### config.mk
export PLATFORM = sky130hd
export DESIGN_NAME = ddr_burst_arbiter
export DESIGN_NICKNAME = d
export VERILOG_FILES = /design/src/rtl/ddr_arb_pkg.sv /design/src/rtl/rr_arbiter_pick.sv /design/src/rtl/ddr_burst_arbiter.sv
export SDC_FILE = /design/constraint.sdc
export NUM_CORES = 1
export LEC_CHECK = 0
export CORE_AREA = 5 5 430 432
export CTS_BUF_LIST = sky130_fd_sc_hd__clkbuf_16
export CTS_CLUSTER_SIZE = 8
export DETAILED_ROUTE_END_ITERATION = 12
export DIE_AREA = 0 0 435 437
export PLACE_DENSITY = 0.3
export SETUP_SLACK_MARGIN = 0.15
export SLEW_MARGIN = 10
export SYNTH_ARGS = -nofsm -noshare
export SYNTH_HDL_FRONTEND = slang
export SYNTH_SLANG_ARGS = --single-unit
### constraint.sdc
create_clock -name sys_clk -period 4.4 [get_ports sys_clk]
set_clock_uncertainty 0.2 [all_clocks]
set_input_delay 0.66 -clock sys_clk [delete_from_list [all_inputs] [get_ports sys_clk]]
set_output_delay 0.66 -clock sys_clk [all_outputs]
set_load 0.01 [all_outputs]
### src/rtl/ddr_arb_pkg.sv
// Shared types and helpers for the DDR3 burst arbiter.
package ddr_arb_pkg;

   // Burst sequencing states
   typedef enum logic [2:0] {
      IDLE  = 3'd0,
      CMD   = 3'd1,
      WDATA = 3'd2,
      RDATA = 3'd3,
      DONE  = 3'd4
   } arb_state_e;

   // Channel count of the default build and the matching index width
   localparam int DEF_NUM_CH = 4;
   localparam int CH_IDX_W   = $clog2(DEF_NUM_CH);

   // Index width for an arbitrary channel count (at least one bit)
   function automatic int ch_idx_w(input int n);
      if (n > 1) begin
         return $clog2(n);
      end else begin
         return 1;
      end
   endfunction

endpackage

### src/rtl/rr_arbiter_pick.sv
// Combinational round-robin pick: first requester at or after ptr, with
// wrap. In priority mode channel 0 wins outright and is excluded from the
// rotation among the other channels.
module rr_arbiter_pick
   import ddr_arb_pkg::*;
#(
   parameter int NUM_CH = 4,
   parameter int IDX_W  = 2
) (
   input  logic [NUM_CH-1:0] req_i,
   input  logic [IDX_W-1:0]  ptr_i,
   input  logic              prio_en_i,
   output logic [IDX_W-1:0]  gnt_idx_o,
   output logic              gnt_valid_o
);

   logic [IDX_W:0] idx;

   // Scan NUM_CH candidates starting at ptr and keep the first hit
   always_comb begin
      gnt_idx_o   = '0;
      gnt_valid_o = 1'b0;
      idx         = '0;
      if (prio_en_i && req_i[0]) begin
         gnt_idx_o   = '0;
         gnt_valid_o = 1'b1;
      end else begin
         for (int k = 0; k < NUM_CH; k++) begin
            idx = {1'b0, ptr_i} + (IDX_W+1)'(k);
            if (idx >= (IDX_W+1)'(NUM_CH)) begin
               idx = idx - (IDX_W+1)'(NUM_CH);
            end else begin
               idx = idx;
            end
            if (!gnt_valid_o && req_i[idx[IDX_W-1:0]] &&
                !(prio_en_i && (idx == '0))) begin
               gnt_idx_o   = idx[IDX_W-1:0];
               gnt_valid_o = 1'b1;
            end else begin
               gnt_valid_o = gnt_valid_o;
            end
         end
      end
   end

endmodule

### src/rtl/ddr_burst_arbiter.sv
// N-channel round-robin burst arbiter in front of the DDR3 controller
// native port. One burst in flight; grant held until its last beat.
// Optional build macro: DDR_ARB_PRIORITY_EN (channel 0 always wins).
module ddr_burst_arbiter
   import ddr_arb_pkg::*;
#(
   parameter int NUM_CH = 4,
   parameter int ADDR_W = 28,
   parameter int DATA_W = 128,
   parameter int LEN_W  = 8
) (
   input  logic                       sys_clk,
   input  logic                       sys_rst,
   input  logic [NUM_CH-1:0]          ch_req,
   input  logic [NUM_CH-1:0]          ch_we,
   input  logic [NUM_CH*ADDR_W-1:0]   ch_addr,
   input  logic [NUM_CH*LEN_W-1:0]    ch_len,
   output logic [NUM_CH-1:0]          ch_gnt,
   input  logic [NUM_CH*DATA_W-1:0]   ch_wdata,
   output logic [NUM_CH-1:0]          ch_wready,
   output logic [DATA_W-1:0]          ch_rdata,
   output logic [NUM_CH-1:0]          ch_rvalid,
   output logic [NUM_CH-1:0]          ch_done,
   output logic                       mc_cmd_valid,
   input  logic                       mc_cmd_ready,
   output logic                       mc_cmd_we,
   output logic [ADDR_W-1:0]          mc_cmd_addr,
   output logic [LEN_W-1:0]           mc_cmd_len,
   output logic                       mc_wvalid,
   input  logic                       mc_wready,
   output logic [DATA_W-1:0]          mc_wdata,
   input  logic                       mc_rvalid,
   input  logic [DATA_W-1:0]          mc_rdata,
   output logic                       err_stray
);

   localparam int IDX_W = ch_idx_w(NUM_CH);

`ifdef DDR_ARB_PRIORITY_EN
   localparam logic PRIO_EN = 1'b1;
`else
   localparam logic PRIO_EN = 1'b0;
`endif

   arb_state_e          state_q;
   logic [IDX_W-1:0]    g_q;
   logic [IDX_W-1:0]    ptr_q;
   logic [IDX_W-1:0]    ptr_d;
   logic                we_q;
   logic [ADDR_W-1:0]   addr_q;
   logic [LEN_W-1:0]    len_q;
   logic [LEN_W-1:0]    cnt_q;
   logic [NUM_CH-1:0]   gnt_q;
   logic [NUM_CH-1:0]   done_q;
   logic                cmd_valid_q;
   logic                err_q;
   logic [IDX_W-1:0]    pick_idx;
   logic                pick_valid;

   function automatic logic [NUM_CH-1:0] onehot(input logic [IDX_W-1:0] idx);
      onehot      = '0;
      onehot[idx] = 1'b1;
   endfunction

   rr_arbiter_pick #(
      .NUM_CH (NUM_CH),
      .IDX_W  (IDX_W)
   ) u_pick (
      .req_i       (ch_req),
      .ptr_i       (ptr_q),
      .prio_en_i   (PRIO_EN),
      .gnt_idx_o   (pick_idx),
      .gnt_valid_o (pick_valid)
   );

   // Next rotation start: channel after the one just served, skipping 0 in priority mode
   always_comb begin
      if (g_q == IDX_W'(NUM_CH-1)) begin
         ptr_d = PRIO_EN ? IDX_W'(1) : IDX_W'(0);
      end else begin
         ptr_d = g_q + IDX_W'(1);
      end
   end

   // Burst sequencer: grant, command handshake, beat counting, done pulse
   always_ff @(posedge sys_clk) begin
      if (sys_rst) begin
         state_q     <= IDLE;
         g_q         <= '0;
         ptr_q       <= '0;
         we_q        <= 1'b0;
         addr_q      <= '0;
         len_q       <= '0;
         cnt_q       <= '0;
         gnt_q       <= '0;
         done_q      <= '0;
         cmd_valid_q <= 1'b0;
         err_q       <= 1'b0;
      end else begin
         if (mc_rvalid && (state_q != RDATA)) begin
            err_q <= 1'b1;
         end
         case (state_q)
            IDLE: begin
               if (pick_valid) begin
                  g_q         <= pick_idx;
                  addr_q      <= ch_addr[pick_idx*ADDR_W +: ADDR_W];
                  len_q       <= ch_len[pick_idx*LEN_W +: LEN_W];
                  we_q        <= ch_we[pick_idx];
                  gnt_q       <= onehot(pick_idx);
                  cmd_valid_q <= 1'b1;
                  state_q     <= CMD;
               end
            end
            CMD: begin
               gnt_q <= '0;
               if (mc_cmd_ready) begin
                  cmd_valid_q <= 1'b0;
                  cnt_q       <= '0;
                  state_q     <= we_q ? WDATA : RDATA;
               end
            end
            WDATA: begin
               if (mc_wready) begin
                  cnt_q <= cnt_q + LEN_W'(1);
                  if (cnt_q == len_q) begin
                     done_q  <= onehot(g_q);
                     state_q <= DONE;
                  end
               end
            end
            RDATA: begin
               if (mc_rvalid) begin
                  cnt_q <= cnt_q + LEN_W'(1);
                  if (cnt_q == len_q) begin
                     done_q  <= onehot(g_q);
                     state_q <= DONE;
                  end
               end
            end
            DONE: begin
               done_q  <= '0;
               ptr_q   <= ptr_d;
               state_q <= IDLE;
            end
            default: begin
               state_q <= IDLE;
            end
         endcase
      end
   end

   // Data path steering to/from the granted channel during the data phase
   always_comb begin
      mc_wvalid = 1'b0;
      mc_wdata  = '0;
      ch_wready = '0;
      ch_rdata  = '0;
      ch_rvalid = '0;
      if (state_q == WDATA) begin
         mc_wvalid = 1'b1;
         mc_wdata  = ch_wdata[g_q*DATA_W +: DATA_W];
         ch_wready = mc_wready ? onehot(g_q) : '0;
      end else if (state_q == RDATA) begin
         ch_rdata  = mc_rdata;
         ch_rvalid = mc_rvalid ? onehot(g_q) : '0;
      end else begin
         mc_wvalid = 1'b0;
      end
   end

   assign ch_gnt       = gnt_q;
   assign ch_done      = done_q;
   assign mc_cmd_valid = cmd_valid_q;
   assign mc_cmd_we    = we_q;
   assign mc_cmd_addr  = addr_q;
   assign mc_cmd_len   = len_q;
   assign err_stray    = err_q;

endmodule

**Yosys cells after proc, flatten, opt, wreduce, memory -nomap -nowiden**

Cells that the tools add are included.

- Logic and storage cells: 122
- Input port bits: 797
- Register bits: 62

- Multipliers: 1
- Equal/unequal tests: 11
- Reductions and logical operators: 19
- $lt $le $gt $ge: 12
- $add $sub $neg: 9
- Shift-type cells: 3
- Mux-type cells: 56

Operators by type and width:

| operator | count |
|---|---|
| $shiftx 512x10->128 | 1 |
| $mux 128 | 3 |
| $shiftx 112x8->28 | 1 |
| $mux 4 | 9 |
| $shiftx 32x6->8 | 1 |
| $mux 8 | 3 |
| $pmux 8 s3 | 1 |
| $lt 2x3->1 const B | 6 |
| $mux 2 | 9 |
| $mux 1 | 15 |
| $mux 3 | 5 |
| $pmux 3 s4 | 1 |
| $pmux 4 s3 | 1 |
| $bmux 1 s2 | 5 |
| $ge 3x3->1 const B | 3 |
| $add 8x1->8 const B | 1 |
| $eq 8x8->1 | 1 |
| $ne 2x2->1 const B | 4 |
| $pmux 4 s2 | 1 |
| $reduce_and 4->1 | 2 |
| $sub 2x1->2 const B | 4 |
| $add 2x2->3 const B | 2 |
| $eq 3x2->1 const B | 2 |
| $logic_and 1x1->1 | 6 |
| other kinds (17) | 24 |

**Logic depth before layout (Yosys ltp)**

- Word-level depth: 20
- Gate-level depth with buffers: 9
- Gate-level depth less buffers: 6

**Hierarchy**

Synthesis repeated with hierarchy kept, for this count alone.

- Cells, all modules: 867
- Area total of the unflattened synthesis: 8588.2 sq um

Modules (own cells, without submodules):

| module | area each (sq um) | cells an instance | sequential area each (sq um) | times used |
|---|---|---|---|---|
| ddr_burst_arbiter | 8265.4 | 828 | 1241.2 | 1 |
| rr_arbiter_pick | 322.8 | 39 | 0.0 | 1 |

**Worst setup path before layout**

Ideal clock, no wire load.

- Path kind: register to output
- Start point: reg g_q[0]
- End point: out mc_wdata[120]
- Stages on the path, launching flop included: 6
- Required time: 3.540 ns
- Arrival time: 1.897 ns
- Setup slack: 1.643 ns
- Buffers on the path: 3
- Cell sequence: dfxtp_1 clkbuf_1 buf_2 buf_1 mux4_2 and3_1

- Longest elaborated chain between the ends: 2

RTL lines:

| element | line | source |
|---|---|---|
| from (decl) | ddr_burst_arbiter.sv:46 | `logic [IDX_W-1:0] g_q;` |
| from (signal assigned) | ddr_burst_arbiter.sv:106 | `g_q <= pick_idx;` |
| $shiftx 512x10->128 | ddr_burst_arbiter.sv:162 | `mc_wdata = ch_wdata[g_q*DATA_W +: DATA_W];` |
| $mux 128 | ddr_burst_arbiter.sv:160 | `if (state_q == WDATA) begin` |
| to (decl) | ddr_burst_arbiter.sv:31 | `output logic [DATA_W-1:0] mc_wdata,` |

No other way between the ends.

**Worst setup path in the final report**

- Start point: reg g_q[0]
- End point: out mc_wdata[77]

The elaborated chain is that of the path after synthesis.

==> flow_metrics.tcl <==
set metrics [dict create \
    status "completed" \
    drtAntennaViolNets 0 \
    post_drt_wl_per_cell_um 33.5 \
    async_flop_share_pct 0 \
    setup_tns_ps 0 \
    synth_cells 972 \
    drt-pass1-iter-count 5 \
    timing_worst_setup_path_type "reg2out" \
    design.die.area_um2 190000 \
    finalHoldViolCount 0 \
    grt_max_degree 103 \
    synth.largest_area_cell "mux4_2" \
    syn-num-nets 1774 \
    p_per_area_nw_per_um2 227 \
    cts_tree "done" \
    setup_viol 0 \
    crit_path_start_kind "flip-flop" \
    fmax_mhz 256 \
    grt_usage_pct 14.7 \
    nets 2802 \
    row_count 156 \
    internal_power_mw 2.86 \
    synth.avg_cell_area_um2 9.09 \
    place.port_buffers 1108 \
    cts_hold_buf 0 \
    drt_iter0_markers 685 \
    mostFrequentLayoutCells "clkdlybuf4s50_1 (1101), and3_1 (296), mux4_2 (128), nor2_1 (65), dfxtp_1 (59)" \
    critical_path.max_fanout 25 \
    period_minus_slack_ps 3910 \
    hold_depth 2 \
    worstRegToRegCells 5 \
    cts_sinks 62 \
    ys_ff_latch 62 \
    hold_path.class "reg2reg" \
    htree_levels 3 \
    die_y_um 437 \
    nFillCells 20583 \
    clockPowerShare_pct 14.0 \
    final_cell_area_um2 23100 \
    p_comb_share_pct 70.0 \
    p_switching_mw 2.38 \
    place_area_um2 22800 \
    layout_commonest_cell "clkdlybuf4s50_1" \
    grt_setup_unrepaired "false" \
    routed_wirelength_um 147000 \
    drc 0 \
    synth_top_cell_area_share_pct 32.6 \
    post_cts_buffers 0 \
    reg2reg_slack_ps 1600 \
    seqPwrFrac_pct 16.0 \
    maxSlewViolCount 0 \
    multiInputGateArea_um2 7040 \
    grt_pass1_vias 13775 \
    via_count 13524 \
    ys_seq_area_share_pct 14.1 \
    core_um2 180000 \
    post-dp-hpwl_um 132000 \
    swShare_pct 45.4 \
    r2r-start "state_q[0]" \
    cts.clk_slew.worst_paths_ps 70 \
    initial_core_util_pct 4.90 \
    cts_buffers 9 \
    area_growth_pct 162 \
    clockRootBuffer "clkbuf_16" \
    power_leakage_nw 8.26 \
    seq_area_um2 1250 \
    gp_routability_congestion 0.968 \
    r2r_end "mc_cmd_addr[2]" \
    fin_crit_sh_pct 88.8 \
    max_cap_viol_count 0 \
    syn-cell-area_um2 8830 \
    grt.overflow.total 0 \
    tightest_slew_ps 920 \
    grt_pass1_wl_um 180000 \
    ir_drop_mv 0.166 \
    ys.flop_type "dfxtp_1" \
    required_ps 3540 \
    antenna_found_initial 104 \
    clockBufferDepth 2 \
    yosysWarnings 0 \
    crit_end "mc_wdata[77]" \
    slew_headroom_pct 38.7 \
    die_x_um 435 \
    synth.area.top_cells "mux4_2 (33%), and3_1 (21%), dfxtp_1 (14%)" \
    synth.distinct_cells 47 \
    cp.arrival_ps 3050 \
    drive_gt1_share_pct 11.0 \
    ctsResizeCount 0 \
    clk_latency_ps 380 \
    vias_per_cell 3.08 \
    synth_edf_count 0 \
    io_pins 1109 \
    cp-end-kind "primary output" \
    critical_path.startpoint "g_q[0]" \
]
## cell usage after synthesis (2+ instances only)
cell and n:
and3_1 296, mux4_2 128, clkbuf_1 104, nor2_1 65, dfxtp_1 62, a211oi_1 29
a221oi_1 29, o21ai_1 29, buf_2 23, a21boi_1 20, a21oi_1 18, nand3_1 18
nand2_1 17, mux2i_1 15, nor2b_1 11, a21boi_2 10, nand4_1 9, a311o_1 8
o41ai_1 8, xor2_1 8, buf_1 6, o21ai_0 6, a2111oi_0 5, buf_6 5
ha_1 5, inv_1 5, and2_1 3, nand2b_1 3, nor3_1 3, nor4_1 3
o21bai_1 3, nand3b_1 2, or4_1 2
## sequential cells by signal, summed over array words and instances, names as in the netlist
register and flops:
mc_cmd_addr 28, cnt_q 8, mc_cmd_len 8, ch_done 4
ch_gnt 4, state_q 3, g_q 2, ptr_q 2
err_stray 1, mc_cmd_valid 1, mc_cmd_we 1
## layout make-up
type                    instances  share of cell area [%]
multi-input cells             767                    30.4
repair buffers               1155                    50.0
well taps                    2370                    12.8
flip-flops and latches         62                    5.42
diodes                         10                   0.108
clock buffers                   9                   0.974
inverters                       5                  0.0920
clock inverters                 7                   0.184
## logic make-up (layout without fill, tap and decap cells)
kind of cell / Yosys count / in the layout / share of synthesized area, %
xor+xnor: 8 / 8 / 0.793
flops: 62 / 62 / 14.1
compound gates: 174 / 174 / 14.6
other cells: 0 / 10 / 0
fa+ha+maj: 5 / 5 / 0.708
buf+inv: 143 / 1176 / 6.83
simple gates: 436 / 436 / 28.5
mux: 144 / 144 / 34.5
## through the flow
| step | std cells | setup slack [ps] | power, mW | util (%) | hold WS [ps] |
|---|---|---|---|---|---|
| 6_report | 4385 | 492 | 5.24 | 12.8 | 273 |
| 5_1_grt | 4376 | 342 | 5.57 | 12.8 | 296 |
| 3_5_place_dp | 4359 | 502 | 4.65 | 12.7 | 266 |
| 3_3_place_gp | 4359 | 525 | 4.67 | 12.7 | 264 |
| 2_1_floorplan | 972 | 1640 | 2.16 | - | 268 |
| 4_1_cts | 4375 | 322 | 5.47 | 12.8 | 276 |
## how the worst min path moves through the flow
stage	start	endpoint	slack (ps)
floorplan	cnt_q[1]	cnt_q[1]	270
detailed placement	ch_gnt[3]	ch_gnt[3]	270
global placement	err_stray	err_stray	260
finish	ch_gnt[1]	ch_gnt[1]	270
CTS	ch_gnt[3]	ch_gnt[3]	280
global route	ch_gnt[1]	ch_gnt[1]	300
## per-layer routing
metal	global-route usage (%)	wire length, µm	up-vias
met3	2.33	6230	181
met2	30.8	85700	644
li1	-	-	5933
met4	1.26	1770	12
met5	0	85	-
met1	15.6	53200	6754
## power groups by stage
stage	clock network, mW	logic (mW)	registers (mW)
after floorplan	0	1.36	0.803
after CTS	0.807	3.81	0.851
after global routing	0.803	3.90	0.863
after global placement	0	3.81	0.863
after detailed placement	0	3.79	0.863
final	0.734	3.67	0.838
## worst max-delay path, stage by stage (launching register included)
cell,delay [ps]
dfxtp_4,730
buf_12,300
mux4_2,530
and3_1,200
clkdlybuf4s50_1,790
Note: power is estimated with default switching activity, not from simulation.
